[src/rtl/interboard_msg_handler.sv]
// Applies one decoded inter-board message at a time to the local board:
// sequences table/deck memory ops, tracks turn ownership and opponent hand size.
module interboard_msg_handler #(
  parameter int unsigned PLAYER     = 0,
  parameter int unsigned TABLE_COLS = 18,
  parameter int unsigned INIT_HAND  = 14
) (
  input  logic       clk,
  input  logic       rst,
  input  logic       interboard_rst,
  input  logic       msg_valid,
  input  logic [3:0] msg_type,
  input  logic [4:0] msg_block_x,
  input  logic [2:0] msg_block_y,
  input  logic [5:0] msg_card,
  input  logic [2:0] msg_sel_len,
  input  logic       msg_move_dir,
  input  logic       mem_ready,
  output logic       msg_ack,
  output logic       busy,
  output logic       mem_req,
  output logic [2:0] mem_op,
  output logic [4:0] mem_src_x,
  output logic [4:0] mem_dst_x,
  output logic [2:0] mem_y,
  output logic [5:0] mem_card,
  output logic       my_turn,
  output logic [6:0] opp_hand_cnt,
  output logic       table_rst_pulse,
  output logic       game_rst_pulse,
  output logic       cheat_pulse,
  output logic       err_pulse,
  output logic       done_pulse
);

  localparam logic [1:0] S_IDLE     = 2'd0;
  localparam logic [1:0] S_DISPATCH = 2'd1;
  localparam logic [1:0] S_MEM_OP   = 2'd2;
  localparam logic [1:0] S_DONE     = 2'd3;

  localparam logic [3:0] T_TABLE_TAKE  = 4'd0;
  localparam logic [3:0] T_TABLE_DOWN  = 4'd1;
  localparam logic [3:0] T_TABLE_SHIFT = 4'd2;
  localparam logic [3:0] T_HAND_TAKE   = 4'd3;
  localparam logic [3:0] T_HAND_DRAW   = 4'd4;
  localparam logic [3:0] T_DECK_DRAW   = 4'd5;
  localparam logic [3:0] T_DECK_DOWN   = 4'd6;
  localparam logic [3:0] T_TURN        = 4'd7;
  localparam logic [3:0] T_RST_TABLE   = 4'd8;
  localparam logic [3:0] T_RST_GAME    = 4'd9;
  localparam logic [3:0] T_CHEAT       = 4'd10;

  localparam logic [2:0] OP_REMOVE   = 3'd0;
  localparam logic [2:0] OP_PLACE    = 3'd1;
  localparam logic [2:0] OP_MOVE     = 3'd2;
  localparam logic [2:0] OP_DECK_CLR = 3'd3;
  localparam logic [2:0] OP_DECK_SET = 3'd4;

  localparam logic [6:0] HAND_MAX    = 7'd106;
  localparam logic [6:0] HAND_RST    = 7'(INIT_HAND);
  localparam logic       TURN_RST    = (PLAYER == 0) ? 1'b1 : 1'b0;
  localparam logic [5:0] COLS_C      = 6'(TABLE_COLS);

  // Right shifts move the highest column first, left shifts the lowest first.
  function automatic logic [4:0] shift_src(input logic [4:0] x, input logic [2:0] len,
                                           input logic dir, input logic [2:0] idx);
    logic [5:0] s;
    if (dir) begin
      s = {1'b0, x} + {3'b000, len} - 6'd1 - {3'b000, idx};
    end else begin
      s = {1'b0, x} + {3'b000, idx};
    end
    return s[4:0];
  endfunction

  function automatic logic [4:0] shift_dst(input logic [4:0] src, input logic dir);
    return dir ? (src + 5'd1) : (src - 5'd1);
  endfunction

  logic [1:0] state_q, state_d;
  logic [3:0] type_q, type_d;
  logic [4:0] x_q, x_d;
  logic [2:0] y_q, y_d;
  logic [5:0] card_q, card_d;
  logic [2:0] len_q, len_d;
  logic       dir_q, dir_d;
  logic [2:0] op_idx_q, op_idx_d;
  logic       msg_ack_q, msg_ack_d;
  logic       mem_req_q, mem_req_d;
  logic [2:0] mem_op_q, mem_op_d;
  logic [4:0] mem_src_x_q, mem_src_x_d;
  logic [4:0] mem_dst_x_q, mem_dst_x_d;
  logic [2:0] mem_y_q, mem_y_d;
  logic [5:0] mem_card_q, mem_card_d;
  logic       my_turn_q, my_turn_d;
  logic [6:0] opp_q, opp_d;
  logic       trst_q, trst_d, grst_q, grst_d, cheat_q, cheat_d, err_q, err_d, done_q, done_d;

  logic [5:0] span_s;
  logic       shift_ok_s;
  logic       more_ops_s;
  logic [4:0] first_src_s;
  logic [4:0] next_src_s;

  assign span_s      = {1'b0, x_q} + {3'b000, len_q};
  assign shift_ok_s  = dir_q ? (span_s <= (COLS_C - 6'd1))
                             : ((x_q != 5'd0) && (span_s <= COLS_C));
  assign more_ops_s  = (type_q == T_TABLE_SHIFT) && (op_idx_q != (len_q - 3'd1));
  assign first_src_s = shift_src(x_q, len_q, dir_q, 3'd0);
  assign next_src_s  = shift_src(x_q, len_q, dir_q, op_idx_q + 3'd1);

  // Next-state and next-output computation for the message FSM.
  always_comb begin
    state_d     = state_q;
    type_d      = type_q;
    x_d         = x_q;
    y_d         = y_q;
    card_d      = card_q;
    len_d       = len_q;
    dir_d       = dir_q;
    op_idx_d    = op_idx_q;
    msg_ack_d   = 1'b0;
    mem_req_d   = mem_req_q;
    mem_op_d    = mem_op_q;
    mem_src_x_d = mem_src_x_q;
    mem_dst_x_d = mem_dst_x_q;
    mem_y_d     = mem_y_q;
    mem_card_d  = mem_card_q;
    my_turn_d   = my_turn_q;
    opp_d       = opp_q;
    trst_d      = 1'b0;
    grst_d      = 1'b0;
    cheat_d     = 1'b0;
    err_d       = 1'b0;
    done_d      = 1'b0;
    case (state_q)
      S_IDLE: begin
        if (msg_valid) begin
          type_d    = msg_type;
          x_d       = msg_block_x;
          y_d       = msg_block_y;
          card_d    = msg_card;
          len_d     = msg_sel_len;
          dir_d     = msg_move_dir;
          msg_ack_d = 1'b1;
          state_d   = S_DISPATCH;
        end else begin
          state_d = S_IDLE;
        end
      end
      S_DISPATCH: begin
        state_d     = S_DONE;
        op_idx_d    = 3'd0;
        mem_dst_x_d = 5'd0;
        case (type_q)
          T_TABLE_TAKE: begin
            mem_req_d = 1'b1; mem_op_d = OP_REMOVE; mem_src_x_d = x_q;
            mem_y_d = y_q; mem_card_d = 6'd0; state_d = S_MEM_OP;
          end
          T_TABLE_DOWN: begin
            mem_req_d = 1'b1; mem_op_d = OP_PLACE; mem_src_x_d = x_q;
            mem_y_d = y_q; mem_card_d = card_q; state_d = S_MEM_OP;
          end
          T_TABLE_SHIFT: begin
            if (len_q == 3'd0) begin
              state_d = S_DONE;
            end else if (shift_ok_s) begin
              mem_req_d = 1'b1; mem_op_d = OP_MOVE; mem_src_x_d = first_src_s;
              mem_dst_x_d = shift_dst(first_src_s, dir_q); mem_y_d = y_q;
              mem_card_d = 6'd0; state_d = S_MEM_OP;
            end else begin
              err_d = 1'b1;
            end
          end
          T_HAND_TAKE: begin
            if (opp_q != 7'd0) begin
              opp_d = opp_q - 7'd1;
            end else begin
              opp_d = opp_q;
            end
          end
          T_HAND_DRAW: begin
            if (opp_q < HAND_MAX) begin
              opp_d = opp_q + 7'd1;
            end else begin
              opp_d = opp_q;
            end
          end
          T_DECK_DRAW: begin
            mem_req_d = 1'b1; mem_op_d = OP_DECK_CLR; mem_src_x_d = 5'd0;
            mem_y_d = 3'd0; mem_card_d = card_q; state_d = S_MEM_OP;
          end
          T_DECK_DOWN: begin
            mem_req_d = 1'b1; mem_op_d = OP_DECK_SET; mem_src_x_d = 5'd0;
            mem_y_d = 3'd0; mem_card_d = card_q; state_d = S_MEM_OP;
          end
          T_TURN:      my_turn_d = ~my_turn_q;
          T_RST_TABLE: trst_d = 1'b1;
          T_RST_GAME: begin
            grst_d    = 1'b1;
            my_turn_d = TURN_RST;
            opp_d     = HAND_RST;
          end
          T_CHEAT:     cheat_d = 1'b1;
          default:     err_d = 1'b1;
        endcase
      end
      S_MEM_OP: begin
        if (mem_ready) begin
          if (more_ops_s) begin
            op_idx_d    = op_idx_q + 3'd1;
            mem_src_x_d = next_src_s;
            mem_dst_x_d = shift_dst(next_src_s, dir_q);
          end else begin
            mem_req_d = 1'b0;
            state_d   = S_DONE;
          end
        end else begin
          state_d = S_MEM_OP;
        end
      end
      S_DONE: begin
        done_d  = 1'b1;
        state_d = S_IDLE;
      end
      default: state_d = S_IDLE;
    endcase
  end

  // State and output registers; either reset source abandons any in-flight op.
  always_ff @(posedge clk) begin
    if (rst || interboard_rst) begin
      state_q     <= S_IDLE;
      type_q      <= 4'd0;
      x_q         <= 5'd0;
      y_q         <= 3'd0;
      card_q      <= 6'd0;
      len_q       <= 3'd0;
      dir_q       <= 1'b0;
      op_idx_q    <= 3'd0;
      msg_ack_q   <= 1'b0;
      mem_req_q   <= 1'b0;
      mem_op_q    <= 3'd0;
      mem_src_x_q <= 5'd0;
      mem_dst_x_q <= 5'd0;
      mem_y_q     <= 3'd0;
      mem_card_q  <= 6'd0;
      my_turn_q   <= TURN_RST;
      opp_q       <= HAND_RST;
      trst_q      <= 1'b0;
      grst_q      <= 1'b0;
      cheat_q     <= 1'b0;
      err_q       <= 1'b0;
      done_q      <= 1'b0;
    end else begin
      state_q     <= state_d;
      type_q      <= type_d;
      x_q         <= x_d;
      y_q         <= y_d;
      card_q      <= card_d;
      len_q       <= len_d;
      dir_q       <= dir_d;
      op_idx_q    <= op_idx_d;
      msg_ack_q   <= msg_ack_d;
      mem_req_q   <= mem_req_d;
      mem_op_q    <= mem_op_d;
      mem_src_x_q <= mem_src_x_d;
      mem_dst_x_q <= mem_dst_x_d;
      mem_y_q     <= mem_y_d;
      mem_card_q  <= mem_card_d;
      my_turn_q   <= my_turn_d;
      opp_q       <= opp_d;
      trst_q      <= trst_d;
      grst_q      <= grst_d;
      cheat_q     <= cheat_d;
      err_q       <= err_d;
      done_q      <= done_d;
    end
  end

  assign msg_ack         = msg_ack_q;
  assign busy            = (state_q != S_IDLE);
  assign mem_req         = mem_req_q;
  assign mem_op          = mem_op_q;
  assign mem_src_x       = mem_src_x_q;
  assign mem_dst_x       = mem_dst_x_q;
  assign mem_y           = mem_y_q;
  assign mem_card        = mem_card_q;
  assign my_turn         = my_turn_q;
  assign opp_hand_cnt    = opp_q;
  assign table_rst_pulse = trst_q;
  assign game_rst_pulse  = grst_q;
  assign cheat_pulse     = cheat_q;
  assign err_pulse       = err_q;
  assign done_pulse      = done_q;

endmodule

[config.mk]
export PLATFORM = sky130hd
export DESIGN_NAME = interboard_msg_handler
export DESIGN_NICKNAME = d
export VERILOG_FILES = /design/src/rtl/interboard_msg_handler.sv
export SDC_FILE = /design/constraint.sdc
export NUM_CORES = 1
export LEC_CHECK = 0
export CAP_MARGIN = 10
export CORE_MARGIN = 2
export CORE_UTILIZATION = 59
export DETAILED_ROUTE_END_ITERATION = 7
export PLACE_DENSITY = 0.86
export SLEW_MARGIN = 20
export SYNTH_ARGS = -nofsm -noshare
export SYNTH_HDL_FRONTEND = slang
export SYNTH_SLANG_ARGS = --single-unit
[constraint.sdc]
create_clock -name clk -period 8.15 [get_ports clk]
set_input_delay 1.2225 -clock clk [delete_from_list [all_inputs] [get_ports clk]]
set_output_delay 1.2225 -clock clk [all_outputs]
set_load 0.01 [all_outputs]
==> summary.txt, run 1 <==
Placement
  – Final Wtd Congestion: 0.915
  – Area after DPL: 4900 sq um
  – Port Buffers: 64
  – DP Worst Slack: 4.04 ns
  – Placed Cells: 679
  – HPWL Detailed: 8140 microns

Hold path
  – Type of the most critical hold path: reg -> reg
  – Hold path cells: 2
  – Worst hold path startpoint: y_q[2]$_SDFFE_PP0P_
  – WHS Endpoint: y_q[2]$_SDFFE_PP0P_

Drt
  – Drt first-iter violations: 264
  – Drt pass-1 iters: 5
  – DRC violations left: 0
  – Routed WL per cell: 16.0 microns
  – Final wirelength: 11100 microns
  – Remaining antenna violation count after routing: 0
  – Routed vias/inst: 6.03
  – Via count: 4189

Clock tree
  – Root Buffer: clkbuf_8
  – H-tree Lvls: 3
  – CTS buffer count: 9
  – Sink Count: 64
  – Cts repair resizes: 0
  – CTS Hold Bufs: 0
  – Setup repair bufs after CTS: 0
  – CTS tree: done
  – Reg clk slew, reported paths: 0.07 ns
  – Clk_lat worst skew: 0.34 ns
  – CTS max path bufs: 2

Pwr
  – Leak Pwr: 1.87 nW
  – Pwr per Cell Area: 152 nW/um^2
  – VDD IR-drop max: 0.000128 V

STA
  – Post-route minimum period: 4.17 ns
  – Maximum operating frequency: 240 MHz
  – Worst slew margin: 0.359
  – Worst Setup Slack, final: 3.98 ns
  – Slew at the pin closest to its max-slew limit: 0.961 ns
  – Slew Limit Fails: 0
  – Setup violators final: 0
  – RSZ-0062 raised after global routing: no
  – Worst Clk Skew: 0.0111 ns
  – Hold Slack: 0.455 ns
  – Sum Neg Setup Slack: 0 ns
  – Period utilization: 0.512
  – Hold Fails Final Rpt: 0

Setup path
  – Worst R2R Setup Slack: 3.98 ns
  – Worst r2r src: x_q[0]$_SDFFE_PP0P_
  – Startpoint Class: register
  – CP Cell Sequence: ha_1 -> fa_1 -> inv_1 -> ha_1 -> xor3_1 -> ha_1 -> xor2_1 -> nor3b_1 -> xnor2_1 -> o21ai_0 -> a31o_2 -> o2111ai_1 -> a31oi_1
  – Cell mode on critical path: ha_1
  – Worst Path Arrival: 4.36 ns
  – Worst path required time: 8.34 ns
  – Largest stage delay on the critical path: 0.63 ns
  – RR Endpoint: mem_dst_x[3]$_SDFFE_PP0P_
  – CP Max Fanout: 7
  – Crit. End Element: register
  – Worst r2r path cells: 13
  – Critical path class: reg -> reg
  – Slowest CP cell: fa_1

Global route
  – Total gr overflow: 0
  – First-pass GRT wire length: 18000 microns
  – All-layer global routing usage: 0.292
  – Largest net degree at the start of global routing: 44
  – Vias in the first global route: 3784
  – Initial antenna violation count: 0

Status
  – Status: completed

Logic synthesis
  – #FFs+latches synth: 64
  – Sequential area share after synthesis: 0.301
  – Synth Cell Area: 4250 sq um
  – Post-synthesis net count: 604
  – Yosys top cell by area: dfxtp_1
  – Yosys warns: 0
  – Synthesized area per cell: 7.78 sq um
  – Library cells used by synthesis: 69
  – EDFF count, synth: 0
  – Dominant synthesized flop cell: dfxtp_1
  – Most area-consuming cells after synthesis: dfxtp_1 (30%), ha_1 (7.9%), nand2_1 (7.2%)
  – Synth top area share: 0.301
  – Async SR Flop Fraction: 0
  – Mapped Cells: 546

Die
  – Rows: 30
  – Core area: 6870 sq um
  – Die Wd: 88.9 microns
  – I/O pin count: 65
  – Die height: 88.9 microns
  – Die ar.: 7900 sq um
  – Starting Density: 0.619

Cells and area
  – Fin area: 5120 sq um
  – Fillers: 532
  – Multi-input gate area: 2760 sq um
  – Fin cells: 695
  – Antenna cells: 0
  – Final-stage net count: 652
  – Share of layout cells above drive strength 1: 0.0484
  – Register area: 1280 sq um
  – Layout area overhead: 20.5%

Job
  – Max-cap violations: 0
## per-stage QoR
stage / power [W] / utilization
finish: 0.000777 / 0.746
global route: 0.000810 / 0.746
CTS: 0.000780 / 0.746
detailed placement: 0.000478 / 0.713
global placement: 0.000476 / 0.713
floorplan: 0.000437 / -
## Yosys cell counts (all sizes together), types with 3 or more instances
library cell and instances:
or3b 3, a221oi 5, ha 27, nor2 36
mux2i 5, dfxtp 64, nor4 3, nor2b 9
xor2 10, or2 3, a22oi 3, fa 4
nand3b 5, nor3 13, or3 7, nand3 27
xnor2 15, a21oi 61, nand2 82, a211oi 4
buf 6, and2 4, o41ai 3, nand4 7
inv 24, or4 3, o21ai 35, clkbuf 22
a31oi 6, nand2b 6, a21o 9
## flip-flops by register name, indices dropped and copies added, names as in the netlist
| register | count |
|---|---|
| msg_ack | 1 |
| mem_op | 3 |
| type_q | 4 |
| op_idx_q | 3 |
| card_q | 6 |
| game_rst_pulse | 1 |
| done_pulse | 1 |
| mem_card | 6 |
| table_rst_pulse | 1 |
| mem_dst_x | 5 |
| x_q | 5 |
| mem_y | 3 |
| opp_hand_cnt | 7 |
| my_turn | 1 |
| mem_src_x | 5 |
| mem_req | 1 |
| y_q | 3 |
| cheat_pulse | 1 |
| dir_q | 1 |
| len_q | 3 |
| err_pulse | 1 |
| state_q | 2 |
## how the worst max path moves through the flow
stage	from	end	slack, ns
after floorplan	x_q[0]$_SDFFE_PP0P_	mem_dst_x[4]$_SDFFE_PP0P_	4.48
final	x_q[0]$_SDFFE_PP0P_	mem_dst_x[3]$_SDFFE_PP0P_	3.98
after CTS	x_q[0]$_SDFFE_PP0P_	mem_dst_x[3]$_SDFFE_PP0P_	4.01
after global placement	x_q[0]$_SDFFE_PP0P_	mem_dst_x[3]$_SDFFE_PP0P_	4.22
after detailed placement	x_q[0]$_SDFFE_PP0P_	mem_dst_x[3]$_SDFFE_PP0P_	4.04
after global routing	x_q[0]$_SDFFE_PP0P_	mem_dst_x[3]$_SDFFE_PP0P_	3.74
## report_power, final
group	switching [W]	total [W]	internal [W]	leakage (nW)
combinational	0.0000849	0.000148	0.0000634	1.24
sequential	0.00000864	0.000327	0.000318	0.518
clock	0.000122	0.000302	0.000180	0.106
## routing by layer
layer  vias up  track usage  routed length [microns]
met4         0       0.0785                      160
met2       172        0.457                     5120
met5         -            0                        0
met3        21       0.0625                      795
met1      1956        0.410                     5040
li1       2040            -                        -
## kinds of logic after synthesis
| kind of cell | Yosys count | share of synthesized area |
|---|---|---|
| adders and majority gates | 31 | 0.0983 |
| AOI/OAI and AO/OA | 149 | 0.226 |
| buffers and inverters | 53 | 0.0497 |
| xor gates and xnor gates | 28 | 0.0677 |
| and+or+nand+nor | 215 | 0.243 |
| muxes | 6 | 0.0144 |
| DFF | 64 | 0.301 |
## layout make-up
class                           count  share of cell area
Sequential cell                    64               0.250
Clock inverter                      5              0.0156
Clock buffer                       11              0.0276
Timing Repair Buffer               65               0.127
Inverter                           25              0.0183
Multi-Input combinational cell    429               0.538
Tap cell                           96              0.0234
## critical path, delay by kind of cell (launching register included)
kind / cells / cell delay (ns)
fa+ha+maj: 4 / 1.55
xor+xnor: 3 / 0.98
compound gates: 4 / 0.55
simple gates: 1 / 0.47
flops: 1 / 0.38
buf+inv: 1 / 0.10
## cells in the final DEF, fill, tap and decap left out, drive strengths merged, types with 7 or more instances in the layout
cell	count
nand2	82
dfxtp	64
clkdlybuf4s50	64
a21oi	61
nor2	36
o21ai	35
nand3	27
ha	27
inv	24
xnor2	15
nor3	13
clkbuf	11
xor2	10
nor2b	9
a21o	9
or3	7
nand4	7
Power figures use the tool's default switching activity.
==> run 2, diff against run 1 <==
--- a/config.mk
+++ b/config.mk
@@ -7,9 +7,9 @@
 export LEC_CHECK = 0
 export CAP_MARGIN = 10
 export CORE_MARGIN = 2
-export CORE_UTILIZATION = 59
+export CORE_UTILIZATION = 55
 export DETAILED_ROUTE_END_ITERATION = 7
-export PLACE_DENSITY = 0.86
+export PLACE_DENSITY = 0.81
 export SLEW_MARGIN = 20
 export SYNTH_ARGS = -nofsm -noshare
 export SYNTH_HDL_FRONTEND = slang
==> constraint.sdc (replaced) <==
create_clock -name clk -period 4.2 [get_ports clk]
set_input_delay 0.63 -clock clk [delete_from_list [all_inputs] [get_ports clk]]
set_output_delay 0.63 -clock clk [all_outputs]
set_load 0.01 [all_outputs]
==> run 2 against run 1 <==
Compared with the run above: wire length is 0.84% lower; power is 100% higher; maximum frequency is 4.6% higher; clock power is 110% higher; cell count is 1.0% higher; critical endpoint unchanged.
==> summary.txt, run 2 (synthesis results as in run 1) <==
Clock tree
  – H-tree Lvls: 3
  – CTS max path bufs: 2
  – Reg clk slew, reported paths: 0.08 ns
  – Root Buffer: clkbuf_8
  – Clk_lat worst skew: 0.35 ns
  – CTS buffer count: 9
  – Sink Count: 64
  – CTS tree: done
  – Setup repair bufs after CTS: 0

STA
  – Post-route minimum period: 3.99 ns
  – Worst Clk Skew: 0.0132 ns
  – Worst slew margin: 0.374
  – Hold Slack: 0.461 ns
  – Period utilization: 0.949
  – Slew at the pin closest to its max-slew limit: 0.938 ns
  – Worst Setup Slack, final: 0.212 ns
  – Hold Fails Final Rpt: 0
  – Maximum operating frequency: 251 MHz
  – Setup violators final: 0
  – Slew Limit Fails: 0
  – Sum Neg Setup Slack: 0 ns

Placement
  – DP Worst Slack: 0.183 ns
  – Port Buffers: 64
  – HPWL Detailed: 8120 microns
  – Final Wtd Congestion: 0.901

Global route
  – First-pass GRT wire length: 18200 microns
  – Initial antenna violation count: 0
  – Total gr overflow: 0
  – All-layer global routing usage: 0.266
  – Vias in the first global route: 3713
  – Largest net degree at the start of global routing: 44

Setup path
  – Cell mode on critical path: ha_1
  – Slowest CP cell: fa_1
  – Worst path required time: 4.39 ns
  – Critical path class: reg -> reg
  – Largest stage delay on the critical path: 0.61 ns
  – Buf/Inv on CP: 1
  – Worst r2r src: x_q[0]$_SDFFE_PP0P_
  – CP Cell Sequence: ha_1 -> fa_1 -> inv_1 -> ha_1 -> xor3_1 -> ha_1 -> xor2_1 -> nor3b_1 -> xnor2_1 -> o21ai_0 -> a31o_2 -> o2111ai_1 -> a31oi_1
  – Crit. End Element: register
  – CP Max Fanout: 7
  – Worst Path Arrival: 4.18 ns
  – Worst setup startpoint: x_q[0]$_SDFFE_PP0P_
  – Startpoint Class: register
  – Cell family with most CP delay: adder cells

Cells and area
  – Layout area overhead: 21.6%
  – Commonest non-fill, non-tap cell in the layout: nand2_1
  – Share of layout cells above drive strength 1: 0.0550
  – Antenna cells: 0
  – Most frequent cells in the layout: nand2_1 (82), dfxtp_1 (64), clkdlybuf4s50_1 (64), a21oi_1 (60), nor2_1 (35)
  – Largest register FFs: 7
  – Final-stage net count: 653
  – Final cell utilization of the core: 0.679
  – Fillers: 665

Die
  – Rows: 32
  – Die ar.: 8450 sq um
  – Die Wd: 91.9 microns
  – Core area: 7610 sq um
  – I/O pin count: 65
  – Die height: 91.9 microns
  – Starting Density: 0.559

Job
  – Max-cap violations: 0

Drt
  – Drt first-iter violations: 248
  – Routed WL per cell: 15.7 microns
  – DRC violations left: 0
  – Final wirelength: 11000 microns
  – Drt pass-1 iters: 5
  – Remaining antenna violation count after routing: 0
  – Via count: 4093
  – Routed vias/inst: 5.83

Hold path
  – Worst hold path startpoint: card_q[0]$_SDFFE_PP0P_
  – Type of the most critical hold path: reg -> reg

Status
  – Status: completed

Pwr
  – Leak Pwr: 1.89 nW
  – VDD IR-drop max: 0.000242 V
  – Pwr per Cell Area: 305 nW/um^2
run 2: layout make-up:
cell class | count | area (sq um) | area share
multi-input combinational | 429 | 2770 | 0.535
clock inverter | 7 | 120 | 0.0232
tap | 102 | 128 | 0.0247
clock buffer | 9 | 124 | 0.0240
timing repair buffer | 66 | 656 | 0.127
sequential | 64 | 1280 | 0.248
inverter | 25 | 93.8 | 0.0182
run 2: tightest hold or removal path: cells and delay by family, from the launching register on:
kind | cells | cell delay [ns]
flops | 1 | 0.32
compound gates | 1 | 0.05
simple gates | 1 | 0.05
run 2: worst paths after layout:
check             depth (start not counted)  slack (ns)                         to
setup / recovery                         13        0.21  mem_dst_x[3]$_SDFFE_PP0P_
hold / removal                            2        0.46     card_q[0]$_SDFFE_PP0P_
setup reg to reg                         13        0.21  mem_dst_x[3]$_SDFFE_PP0P_
hold reg to reg                           2        0.46     card_q[0]$_SDFFE_PP0P_
run 2: report_power, final:
group	switching, W	total (W)	internal [W]
clock network	0.000250	0.000645	0.000395
registers	0.0000166	0.000634	0.000617
logic	0.000169	0.000296	0.000127
run 2: per-layer routing:
metal / share of wire / global-route usage
met5: 0 / 0
met4: 0.014 / 0.0659
met3: 0.064 / 0.0386
met2: 0.47 / 0.435
met1: 0.46 / 0.370
run 2: through the flow:
step                power (W)  area, sq um  std cells
floorplan            0.000848         4250        546
global placement     0.000929         4920        686
detailed placement   0.000934         4920        686
CTS                   0.00158         5160        702
global route          0.00164         5170        702
finish                0.00157         5170        702
run 2: repair_timing:
action	CTS	global route
gates resized for setup	0	2
setup endpoints to repair	0	1
hold buffers	0	0
==> run 3, diff against run 2 <==
--- a/config.mk
+++ b/config.mk
@@ -9,6 +9,7 @@
 export CORE_MARGIN = 2
 export CORE_UTILIZATION = 55
 export DETAILED_ROUTE_END_ITERATION = 7
+export GPL_TIMING_DRIVEN = 0
 export PLACE_DENSITY = 0.81
 export SLEW_MARGIN = 20
 export SYNTH_ARGS = -nofsm -noshare
==> run 3 against run 2 <==
Compared with the run above: combinational power increased by 7.8%; non-clock buffer count grew 26; clock skew decreased by 0.0059 ns; maximum frequency decreased by 0.55%; cell count increased by 3.7%; setup slack lost 0.022 ns; register-to-register slack worse by 0.02 ns; global-route usage grew 2.1 points; flip-flop and latch count unchanged; critical path type unchanged.
==> summary.txt, run 3 (synthesis results as in run 1) <==
Cells and area
  – Final-stage net count: 679
  – Largest register FFs: 7
  – Fin cells: 728
  – Antenna cells: 0
  – Final cell utilization of the core: 0.693
  – Most frequent cells in the layout: nand2_1 (82), clkdlybuf4s50_1 (64), dfxtp_1 (63), a21oi_1 (60), nor2_1 (35)
  – Layout area overhead: 24.1%
  – Commonest non-fill, non-tap cell in the layout: nand2_1
  – Share of layout cells above drive strength 1: 0.0671

Die
  – I/O pin count: 65
  – Die height: 91.9 microns
  – Rows: 32
  – Core area: 7610 sq um
  – Die Wd: 91.9 microns
  – Starting Density: 0.559
  – Die ar.: 8450 sq um

Clock tree
  – Clk_lat worst skew: 0.36 ns
  – Sink Count: 64
  – CTS max path bufs: 2
  – Cts repair resizes: 1
  – Reg clk slew, reported paths: 0.08 ns
  – CTS Hold Bufs: 0
  – Setup repair bufs after CTS: 0
  – H-tree Lvls: 3
  – Root Buffer: clkbuf_8
  – CTS tree: done
  – CTS buffer count: 9

Pwr
  – VDD IR-drop max: 0.000198 V
  – Leak Pwr: 1.92 nW
  – Pwr per Cell Area: 296 nW/um^2
  – Design Power: 0.00156 W

Global route
  – All-layer global routing usage: 0.286
  – Largest net degree at the start of global routing: 14
  – Initial antenna violation count: 0
  – Total gr overflow: 0
  – First-pass GRT wire length: 19300 microns
  – Vias in the first global route: 4049

STA
  – Hold Fails Final Rpt: 0
  – Slew at the pin closest to its max-slew limit: 0.781 ns
  – Sum Neg Setup Slack: 0 ns
  – Worst Clk Skew: 0.00726 ns
  – Maximum operating frequency: 249 MHz
  – Worst slew margin: 0.475
  – RSZ-0062 raised after global routing: no
  – Slew Limit Fails: 0
  – Period utilization: 0.955
  – Post-route minimum period: 4.01 ns
  – Hold Slack: 0.454 ns
  – Setup violators final: 0

Setup path
  – Worst setup startpoint: x_q[0]$_SDFFE_PP0P_
  – Crit path capture: mem_dst_x[4]$_SDFFE_PP0P_
  – CP Max Fanout: 7
  – Slowest CP cell: fa_2
  – RR Endpoint: mem_dst_x[4]$_SDFFE_PP0P_
  – CP Depth: 14
  – CP Cell Sequence: ha_1 -> fa_2 -> inv_1 -> ha_1 -> fa_2 -> mux2_2 -> ha_1 -> inv_1 -> and3_1 -> a211oi_1 -> o21ai_0 -> a22oi_1 -> or3b_1 -> nand3_1
  – Startpoint Class: register
  – Critical path class: reg -> reg
  – Crit. End Element: register
  – Cell family with most CP delay: adder cells
  – Worst Path Arrival: 4.31 ns
  – Worst r2r path cells: 14
  – Buf/Inv on CP: 2
  – Largest stage delay on the critical path: 0.61 ns
  – Cell mode on critical path: ha_1
  – Worst r2r src: x_q[0]$_SDFFE_PP0P_
  – Worst path required time: 4.50 ns
  – Worst R2R Setup Slack: 0.19 ns

Drt
  – Routed vias/inst: 6.00
  – DRC violations left: 0
  – Drt first-iter violations: 309
  – Routed WL per cell: 16.6 microns
  – Final wirelength: 12100 microns
  – Via count: 4366
  – Remaining antenna violation count after routing: 0
  – Drt pass-1 iters: 5

Placement
  – Port Buffers: 64
  – HPWL Detailed: 9130 microns
  – Placed Cells: 712
  – Final Wtd Congestion: 0.931

Job
  – Max-cap violations: 0

Status
  – Status: completed

Hold path
  – Type of the most critical hold path: reg -> reg
run 3: cell count changes in the layout (fill, tap and decap cells not counted), sizes merged:
cell,previous run,this run
buf,2,6
inv,24,26
clkinvlp,1,0
bufinv,3,2
clkbuf,9,31
run 3: worst min-delay path: stages (launching register included):
cell     delay (ns)
dfxtp_1        0.31
nand2_1        0.05
a21oi_1        0.05
run 3: layout make-up:
cell class | count | area (sq um)
Sequential cell | 64 | 1280
Fill cell | 635 | 2330
Multi-Input combinational cell | 429 | 2790
Clock buffer | 9 | 124
Tap cell | 102 | 128
Clock inverter | 7 | 104
Timing Repair Buffer | 64 | 641
Inverter | 25 | 93.8
Buffer | 28 | 118
run 3: where the power goes:
group | internal [W] | total [W] | switching (W) | leakage, nW
combinational | 0.000132 | 0.000319 | 0.000187 | 1.29
clock | 0.000341 | 0.000614 | 0.000273 | 0.114
sequential | 0.000617 | 0.000627 | 0.0000103 | 0.518
run 3: metrics by stage:
step | area (sq um) | worst slack, ns
after floorplan | 4250 | 0.527
after global placement | 5020 | 0.0823
after detailed placement | 5020 | -0.00664
after CTS | 5250 | 0.0757
after global routing | 5280 | 0.0296
final | 5280 | 0.190
run 3: layer usage:
layer	GRT usage	wire, microns
met1	0.364	5170
met2	0.480	5680
met3	0.0846	1020
met4	0.0672	190
met5	0	0
run 3: worst min path at each step:
stage	from	to	depth (start not counted)	slack, ns
3_5_place_dp	mem_op[0]$_SDFFE_PP0P_	mem_op[0]$_SDFFE_PP0P_	2	0.44
4_1_cts	mem_op[0]$_SDFFE_PP0P_	mem_op[0]$_SDFFE_PP0P_	2	0.45
3_3_place_gp	card_q[1]$_SDFFE_PP0P_	mem_card[1]$_SDFFE_PP0P_	2	0.44
5_1_grt	mem_op[0]$_SDFFE_PP0P_	mem_op[0]$_SDFFE_PP0P_	2	0.47
2_1_floorplan	card_q[0]$_SDFFE_PP0P_	mem_card[0]$_SDFFE_PP0P_	2	0.44
6_report	mem_op[0]$_SDFFE_PP0P_	mem_op[0]$_SDFFE_PP0P_	2	0.45
